===== config.mk =====
export PLATFORM = sky130hd
export DESIGN_NAME = dcpu16_mbus_flat
export DESIGN_NICKNAME = d
export VERILOG_FILES = /design/src/rtl/dcpu16_pkg.sv /design/src/rtl/dcpu16_mbus_if.sv /design/src/rtl/dcpu16_mbus_port.sv /design/src/rtl/dcpu16_mbus.sv /design/src/flat_wrapper.sv
export SDC_FILE = /design/constraint.sdc
export NUM_CORES = 1
export LEC_CHECK = 0
export BUFFER_PORTS_ARGS = -buffer_cell sky130_fd_sc_hd__buf_2
export CELL_PAD_IN_SITES_DETAIL_PLACEMENT = 1
export CELL_PAD_IN_SITES_GLOBAL_PLACEMENT = 2
export CORE_MARGIN = 3
export CORE_UTILIZATION = 24
export CTS_CLUSTER_DIAMETER = 200
export CTS_CLUSTER_SIZE = 25
export DETAILED_ROUTE_END_ITERATION = 10
export HOLD_SLACK_MARGIN = 0.15
export PLACE_DENSITY = 0.85
export SLEW_MARGIN = 40
export SYNTH_ARGS = -nofsm -noshare
export SYNTH_HDL_FRONTEND = slang
export SYNTH_SLANG_ARGS = --single-unit

===== constraint.sdc =====
create_clock -name clk -period 1.4 [get_ports clk]
set_input_delay 0.21 -clock clk [delete_from_list [all_inputs] [get_ports clk]]
set_output_delay 0.21 -clock clk [all_outputs]
set_load 0.02 [all_outputs]

===== src/rtl/dcpu16_pkg.sv =====
// Shared types and constants for the dcpu16 memory bus arbiter.
package dcpu16_pkg;

  typedef logic [15:0] word_t;

  typedef enum logic [1:0] {
    StIdle = 2'd0,
    StFs   = 2'd1,
    StAb   = 2'd2
  } mbus_state_e;

  localparam int unsigned MbusTmoDefault = 255;

endpackage


===== src/rtl/dcpu16_mbus_if.sv =====
// Bus bundle between the two CPU masters, the arbiter and the external memory port.
// slave: the arbiter's view; master: the CPU/memory environment around it.
interface dcpu16_mbus_if;
  import dcpu16_pkg::*;

  word_t fs_adr;
  logic  fs_stb;
  logic  fs_wre;
  word_t fs_dto;
  word_t fs_dti;
  logic  fs_ack;

  word_t ab_adr;
  logic  ab_stb;
  logic  ab_wre;
  word_t ab_dto;
  word_t ab_dti;
  logic  ab_ack;

  word_t wb_adr_o;
  word_t wb_dat_o;
  word_t wb_dat_i;
  logic  wb_cyc_o;
  logic  wb_stb_o;
  logic  wb_we_o;
  logic  wb_ack_i;

  logic  ena;
  logic  err;

  modport slave (
    input  fs_adr, fs_stb, fs_wre, fs_dto,
    output fs_dti, fs_ack,
    input  ab_adr, ab_stb, ab_wre, ab_dto,
    output ab_dti, ab_ack,
    output wb_adr_o, wb_dat_o, wb_cyc_o, wb_stb_o, wb_we_o,
    input  wb_dat_i, wb_ack_i,
    output ena, err
  );

  modport master (
    output fs_adr, fs_stb, fs_wre, fs_dto,
    input  fs_dti, fs_ack,
    output ab_adr, ab_stb, ab_wre, ab_dto,
    input  ab_dti, ab_ack,
    input  wb_adr_o, wb_dat_o, wb_cyc_o, wb_stb_o, wb_we_o,
    output wb_dat_i, wb_ack_i,
    input  ena, err
  );

endinterface


===== src/rtl/dcpu16_mbus_port.sv =====
// Per-master response side: done flag, held read data, one-cycle ack and pending term.
module dcpu16_mbus_port
  import dcpu16_pkg::*;
(
  input  logic  clk_i,
  input  logic  rst_i,
  input  logic  stb_i,
  input  logic  ena_i,
  input  logic  cmpl_i,
  input  logic  wr_i,
  input  word_t rdata_i,
  output word_t dti_o,
  output logic  ack_o,
  output logic  pend_o
);

  logic  done_q, done_d;
  logic  ack_q, ack_d;
  word_t dti_q, dti_d;

  always_comb begin
    done_d = done_q;
    dti_d  = dti_q;
    ack_d  = cmpl_i;
    // Completion only happens outside IDLE and ena only inside it, so these never collide.
    if (ena_i) done_d = 1'b0;
    if (cmpl_i) begin
      done_d = 1'b1;
      if (!wr_i) dti_d = rdata_i;
    end
  end

  always_ff @(posedge clk_i) begin
    if (rst_i) begin
      done_q <= 1'b0;
      ack_q  <= 1'b0;
      dti_q  <= '0;
    end else begin
      done_q <= done_d;
      ack_q  <= ack_d;
      dti_q  <= dti_d;
    end
  end

  assign dti_o  = dti_q;
  assign ack_o  = ack_q;
  assign pend_o = stb_i & ~done_q;

endmodule


===== src/rtl/dcpu16_mbus.sv =====
// Fixed-priority arbiter of the FS and AB masters onto one memory port, with pipeline enable.
// Optional watchdog enabled by defining DCPU16_MBUS_TIMEOUT_EN.
module dcpu16_mbus
  import dcpu16_pkg::*;
#(
  parameter int unsigned TMO = MbusTmoDefault
) (
  input logic          clk,
  input logic          rst,
  dcpu16_mbus_if.slave bus
);

  mbus_state_e state_q, state_d;

  logic  pend_fs, pend_ab, ena;
  logic  busy, mem_done, tmo_hit;
  logic  grant_fs, grant_ab, cmpl_fs, cmpl_ab;
  word_t rdata;

  word_t adr_q, adr_d;
  word_t dat_q, dat_d;
  logic  we_q, we_d;
  logic  cyc_q, cyc_d;

  assign busy     = (state_q != StIdle);
  assign mem_done = busy & (bus.wb_ack_i | tmo_hit);
  assign ena      = (state_q == StIdle) & ~pend_fs & ~pend_ab;
  // A watchdog completion without ack returns zero as read data.
  assign rdata    = bus.wb_ack_i ? bus.wb_dat_i : '0;

  always_ff @(posedge clk) begin
    if (rst) state_q <= StIdle;
    else     state_q <= state_d;
  end

  always_comb begin
    state_d = state_q;
    unique case (state_q)
      StIdle: begin
        if (pend_fs)      state_d = StFs;
        else if (pend_ab) state_d = StAb;
      end
      StFs, StAb: begin
        if (mem_done) state_d = StIdle;
      end
      default: state_d = StIdle;
    endcase
  end

  always_comb begin
    grant_fs = (state_q == StIdle) & pend_fs;
    grant_ab = (state_q == StIdle) & ~pend_fs & pend_ab;
    cmpl_fs  = (state_q == StFs) & mem_done;
    cmpl_ab  = (state_q == StAb) & mem_done;

    adr_d = adr_q;
    dat_d = dat_q;
    we_d  = we_q;
    cyc_d = cyc_q;
    if (grant_fs) begin
      adr_d = bus.fs_adr;
      dat_d = bus.fs_dto;
      we_d  = bus.fs_wre;
      cyc_d = 1'b1;
    end else if (grant_ab) begin
      adr_d = bus.ab_adr;
      dat_d = bus.ab_dto;
      we_d  = bus.ab_wre;
      cyc_d = 1'b1;
    end else if (mem_done) begin
      cyc_d = 1'b0;
    end
  end

  always_ff @(posedge clk) begin
    if (rst) begin
      adr_q <= '0;
      dat_q <= '0;
      we_q  <= 1'b0;
      cyc_q <= 1'b0;
    end else begin
      adr_q <= adr_d;
      dat_q <= dat_d;
      we_q  <= we_d;
      cyc_q <= cyc_d;
    end
  end

`ifdef DCPU16_MBUS_TIMEOUT_EN
  localparam int unsigned TmoW = ($clog2(TMO + 1) > 8) ? $clog2(TMO + 1) : 8;

  logic [TmoW-1:0] tmo_cnt_q, tmo_cnt_d;
  logic            err_q, err_d;

  // Counter is 0 in the first strobe cycle, so the strobe is held for TMO cycles.
  assign tmo_hit = busy & (tmo_cnt_q == TmoW'(TMO - 1));

  always_comb begin
    tmo_cnt_d = tmo_cnt_q;
    err_d     = err_q;
    if (grant_fs | grant_ab) tmo_cnt_d = '0;
    else if (busy)           tmo_cnt_d = tmo_cnt_q + TmoW'(1);
    if (tmo_hit & ~bus.wb_ack_i) err_d = 1'b1;
  end

  always_ff @(posedge clk) begin
    if (rst) begin
      tmo_cnt_q <= '0;
      err_q     <= 1'b0;
    end else begin
      tmo_cnt_q <= tmo_cnt_d;
      err_q     <= err_d;
    end
  end

  assign bus.err = err_q;
`else
  logic unused_tmo;
  assign unused_tmo = ^TMO;
  assign tmo_hit    = 1'b0;
  assign bus.err    = 1'b0;
`endif

  dcpu16_mbus_port u_port_fs (
    .clk_i   (clk),
    .rst_i   (rst),
    .stb_i   (bus.fs_stb),
    .ena_i   (ena),
    .cmpl_i  (cmpl_fs),
    .wr_i    (we_q),
    .rdata_i (rdata),
    .dti_o   (bus.fs_dti),
    .ack_o   (bus.fs_ack),
    .pend_o  (pend_fs)
  );

  dcpu16_mbus_port u_port_ab (
    .clk_i   (clk),
    .rst_i   (rst),
    .stb_i   (bus.ab_stb),
    .ena_i   (ena),
    .cmpl_i  (cmpl_ab),
    .wr_i    (we_q),
    .rdata_i (rdata),
    .dti_o   (bus.ab_dti),
    .ack_o   (bus.ab_ack),
    .pend_o  (pend_ab)
  );

  assign bus.wb_adr_o = adr_q;
  assign bus.wb_dat_o = dat_q;
  assign bus.wb_we_o  = we_q;
  assign bus.wb_cyc_o = cyc_q;
  assign bus.wb_stb_o = cyc_q;
  assign bus.ena      = ena;

endmodule


===== src/flat_wrapper.sv =====
// flat-port wrapper written by rule: the top's interface ports become plain ports
module dcpu16_mbus_flat import dcpu16_pkg::*;
#(
  parameter int unsigned TMO = MbusTmoDefault
)
  (clk, rst, bus_fs_adr, bus_fs_stb, bus_fs_wre, bus_fs_dto, bus_fs_dti, bus_fs_ack, bus_ab_adr, bus_ab_stb, bus_ab_wre, bus_ab_dto, bus_ab_dti, bus_ab_ack, bus_wb_adr_o, bus_wb_dat_o, bus_wb_cyc_o, bus_wb_stb_o, bus_wb_we_o, bus_wb_dat_i, bus_wb_ack_i, bus_ena, bus_err);
  dcpu16_mbus_if bus_i ();
  input logic clk;
  input logic rst;
  input wire logic [$bits(bus_i.fs_adr)-1:0] bus_fs_adr;
  input wire logic [$bits(bus_i.fs_stb)-1:0] bus_fs_stb;
  input wire logic [$bits(bus_i.fs_wre)-1:0] bus_fs_wre;
  input wire logic [$bits(bus_i.fs_dto)-1:0] bus_fs_dto;
  output wire logic [$bits(bus_i.fs_dti)-1:0] bus_fs_dti;
  output wire logic [$bits(bus_i.fs_ack)-1:0] bus_fs_ack;
  input wire logic [$bits(bus_i.ab_adr)-1:0] bus_ab_adr;
  input wire logic [$bits(bus_i.ab_stb)-1:0] bus_ab_stb;
  input wire logic [$bits(bus_i.ab_wre)-1:0] bus_ab_wre;
  input wire logic [$bits(bus_i.ab_dto)-1:0] bus_ab_dto;
  output wire logic [$bits(bus_i.ab_dti)-1:0] bus_ab_dti;
  output wire logic [$bits(bus_i.ab_ack)-1:0] bus_ab_ack;
  output wire logic [$bits(bus_i.wb_adr_o)-1:0] bus_wb_adr_o;
  output wire logic [$bits(bus_i.wb_dat_o)-1:0] bus_wb_dat_o;
  output wire logic [$bits(bus_i.wb_cyc_o)-1:0] bus_wb_cyc_o;
  output wire logic [$bits(bus_i.wb_stb_o)-1:0] bus_wb_stb_o;
  output wire logic [$bits(bus_i.wb_we_o)-1:0] bus_wb_we_o;
  input wire logic [$bits(bus_i.wb_dat_i)-1:0] bus_wb_dat_i;
  input wire logic [$bits(bus_i.wb_ack_i)-1:0] bus_wb_ack_i;
  output wire logic [$bits(bus_i.ena)-1:0] bus_ena;
  output wire logic [$bits(bus_i.err)-1:0] bus_err;
  assign bus_i.fs_adr = bus_fs_adr;
  assign bus_i.fs_stb = bus_fs_stb;
  assign bus_i.fs_wre = bus_fs_wre;
  assign bus_i.fs_dto = bus_fs_dto;
  assign bus_fs_dti = bus_i.fs_dti;
  assign bus_fs_ack = bus_i.fs_ack;
  assign bus_i.ab_adr = bus_ab_adr;
  assign bus_i.ab_stb = bus_ab_stb;
  assign bus_i.ab_wre = bus_ab_wre;
  assign bus_i.ab_dto = bus_ab_dto;
  assign bus_ab_dti = bus_i.ab_dti;
  assign bus_ab_ack = bus_i.ab_ack;
  assign bus_wb_adr_o = bus_i.wb_adr_o;
  assign bus_wb_dat_o = bus_i.wb_dat_o;
  assign bus_wb_cyc_o = bus_i.wb_cyc_o;
  assign bus_wb_stb_o = bus_i.wb_stb_o;
  assign bus_wb_we_o = bus_i.wb_we_o;
  assign bus_i.wb_dat_i = bus_wb_dat_i;
  assign bus_i.wb_ack_i = bus_wb_ack_i;
  assign bus_ena = bus_i.ena;
  assign bus_err = bus_i.err;
  dcpu16_mbus #(.TMO(TMO)) u_core (.clk(clk), .rst(rst), .bus(bus_i));
endmodule

==> impl_results.md <==
- Status: complete, but fails checks
- Failing checks: setup timing
- GP Congestion: 0.760
- Max Cap Violations: 0
- Critical path class: reg -> reg
- Largest net degree at the start of global routing: 33
- Unrepaired setup endpoints after global routing: yes
- Max Slew Vio Count: 0
- Finish-stage setup viols: 53
- Post-Syn Area: 3530 µm²
- Fillers: 1,585
- Num Clock Sinks: 72
- Post-synth top area share: 40.8%
- Sequential power share: 27.2%
- CP peak stage delay: 370 ps
- Worst-Skew Late Latency: 330 ps
- CP delay by family, top: simple AND/OR/NAND/NOR gates
- Yosys reg bits: 72
- Drt first-iter violations: 223
- Grt total ovfl: 0
- Clk_skew: 6.73 ps
- Crit path buf inv count: 3
- Die H: 127 µm
- Synth cell types: 36
- Worst Reg-to-Reg Cells: 7
- Cts bufs inserted: 9
- Power density cells: 1550 nW/µm²
- Bufs on Longest Clock Path: 2
- Total GRT Usage: 16.7%
- WP data required: 1670 ps
- Initial antenna violation count: 1
- Core ar.: 14,100 µm²
- Register area share after synthesis: 40.8%
- HP Class: in -> reg
- Share of cells above drive strength 1: 61.8%
- Max FO, Critical Path: 8
- Power share of the clock group: 29.2%
- Ranking of synthesized cells by area: dfxtp_1, a311oi_1, nand4_1, o31ai_2, a21oi_1
- Worst setup margin: -121 ps
- Int Power: 6000 µW
- CTS tree: built
- Hold Fails Final Rpt: 0
- Total vias in the final route: 3,954
- Layout area overhead: 70.8%
- CP Launch Type: flop
- Final design utilization: 42.6%
- Std cell rows: 43
- Crit path DAT: 1790 ps
- Crit-path cells: inv_4 > buf_6 > ha_4 > and4bb_4 > buf_12 > nand3_1 > a21oi_1
- CP max stage cell: and4bb_4
- Number of global-route vias before repair: 4,073
- Synth warn: 0
- Hold path cells: 3
- Num ports: 158
- Antenna-violating nets left: 0
- I/O Buffers: 156
- Net count after synthesis: 485
- Placed inst area: 4530 µm²
- N_diodes: 0
- H-tree levels: 3
- Hold slack final: 158 ps
- Avg Inst Size Synth: 8.96 µm²
- Leak pwr: 0.00233 µW
- Sw power: 3360 µW
- Synth Instances: 394
- Number of synthesized flops with an enable pin: 0
- Post-route cell area: 6030 µm²
- Post-layout min period: 1520 ps
- Critical Path End Type: flop
- Synth area leader: dfxtp_1
- Vias/cell: 5.22
- Reg clk slew, reported paths: 60 ps
- Post-Route WL: 14,600 µm
- Final period utilization: 109%
- Comb power frac: 43.7%
- Initial core utilization: 24.9%
- Top FF cell, synth: dfxtp_1
- Maximum clock frequency: 657 MHz
- Stages on the worst setup path: 7
- Worst VDD drop: 0.000662 V
- Sw Ratio: 35.9%
- Nets: 664
- First-pass GRT wire length: 21,500 µm
- DR DRC count: 0
- CTS root buffer: clkbuf_16
- DP Wirelength: 9050 µm
- WL/cell: 19.3 µm
- Most common cell in the synthesized netlist: dfxtp_1
- DRT Pass-1 Iters: 4
- Top post-synthesis cells by count: dfxtp_1, nand2_1, a21oi_1, nor2_1, nand4_1
- Async S/R FF share, synth: 0%
- DIE AREA: 16,200 µm²
- Setup WS pre-CTS: -77.1 ps
- Die width: 127 µm
==> metrics by stage <==
step                      total power, µW  std cells  setup TNS (ps)
final                                9350        758           -3560
after global routing                 9770        758           -7670
after CTS                            8750        753           -4600
after detailed placement             5190        705            -151
after global placement               5120        705               0
after floorplan                      4300        394            -228
==> area by class of cell <==
type,instances,area [µm²],area share [%]
multi-input cells,266,2290,38.0
repair buffers,221,1700,28.1
flip-flops and latches,72,1450,24.0
clock buffers,10,239,3.96
well taps,180,225,3.74
clock inverters,6,115,1.91
inverters,3,16.3,0.270
==> kinds of logic (layout without fill, tap and decap cells) <==
logic type / Yosys count / count (layout) / synth area share [%]
AOI/OAI and AO/OA: 107 / 107 / 24.5
adders and majority gates: 4 / 4 / 1.42
buffers and inverters: 56 / 240 / 10.8
DFF: 72 / 72 / 40.8
other: 1 / 1 / 0.106
and+or+nand+nor: 154 / 154 / 22.3
==> worst register-to-register path, delay by kind of cell, from the launching register on <==
kind                       cells  cell delay (ps)
adders and majority gates      1              170
AOI/OAI and AO/OA              1              140
DFF                            1              350
buffers and inverters          3              330
and+or+nand+nor                2              470
==> cell usage in the layout, fill, tap and decap left out, types with 2 or more instances in the layout <==
master / instances
nand4_1: 34
dfxtp_2: 4
buf_6: 8
bufinv_16: 3
dlygate4sd3_1: 17
a21oi_1: 22
nand2_2: 8
buf_8: 5
nor2_2: 19
o31ai_2: 22
buf_2: 155
dfxtp_1: 68
a311oi_2: 31
nor2b_4: 2
o31ai_1: 6
o21ai_0: 2
nand2_1: 27
nand2b_1: 3
nor2_4: 9
buf_4: 15
inv_4: 2
nand3_1: 25
buf_16: 5
a21oi_2: 13
nand3_2: 7
a311oi_1: 2
ha_4: 2
clkbuf_16: 12
ha_2: 2
buf_12: 13
nor2_1: 7
o31ai_4: 5
==> state kept, by name, summed over array words and instances, names as in the netlist, 2 cells and up <==
| register | cells |
|---|---|
| u_core.u_port_fs.dti_o | 16 |
| u_core.bus.wb_adr_o | 16 |
| u_core.state_q | 2 |
| u_core.bus.wb_dat_o | 16 |
| u_core.u_port_ab.dti_o | 16 |
==> power by group through the flow <==
stage	clock network [µW]	registers, µW	logic, µW
2_1_floorplan	0	2820	1480
3_3_place_gp	0	2550	2570
3_5_place_dp	0	2550	2640
4_1_cts	2800	2520	3440
5_1_grt	2890	2570	4310
6_report	2730	2540	4080
==> path summary, 6_finish.rpt <==
kind	slack, ps	to	from
worst max-delay path	-120	u_core.u_port_ab.dti_o[8]$_SDFFE_PP0P_	u_core.state_q[1]$_SDFFE_PP0P_
worst max register to register	-120	u_core.u_port_ab.dti_o[8]$_SDFFE_PP0P_	u_core.state_q[1]$_SDFFE_PP0P_
worst min register to register	460	u_core.u_port_ab.dti_o[8]$_SDFFE_PP0P_	u_core.u_port_ab.dti_o[8]$_SDFFE_PP0P_
worst min-delay path	160	u_core.bus.wb_dat_o[9]$_SDFFE_PP0P_	bus_ab_dto[9]
==> layer usage <==
layer,GRT usage (%),vias to the layer above,share of wire [%]
met1,21.0,1936,43
met2,27.7,157,49
met3,4.81,26,6.4
met4,5.11,2,1.7
met5,0,-,0.089
li1,-,1833,-
==> repair_timing <==
action,in CTS,in global routing
buffers inserted,9,1
resized for setup,62,91
cloned,6,4
pin swaps,36,22
endpoints found under the hold margin,15,0
hold buffers,17,0
setup endpoints to repair,21,71
Power figures use the tool's default switching activity.
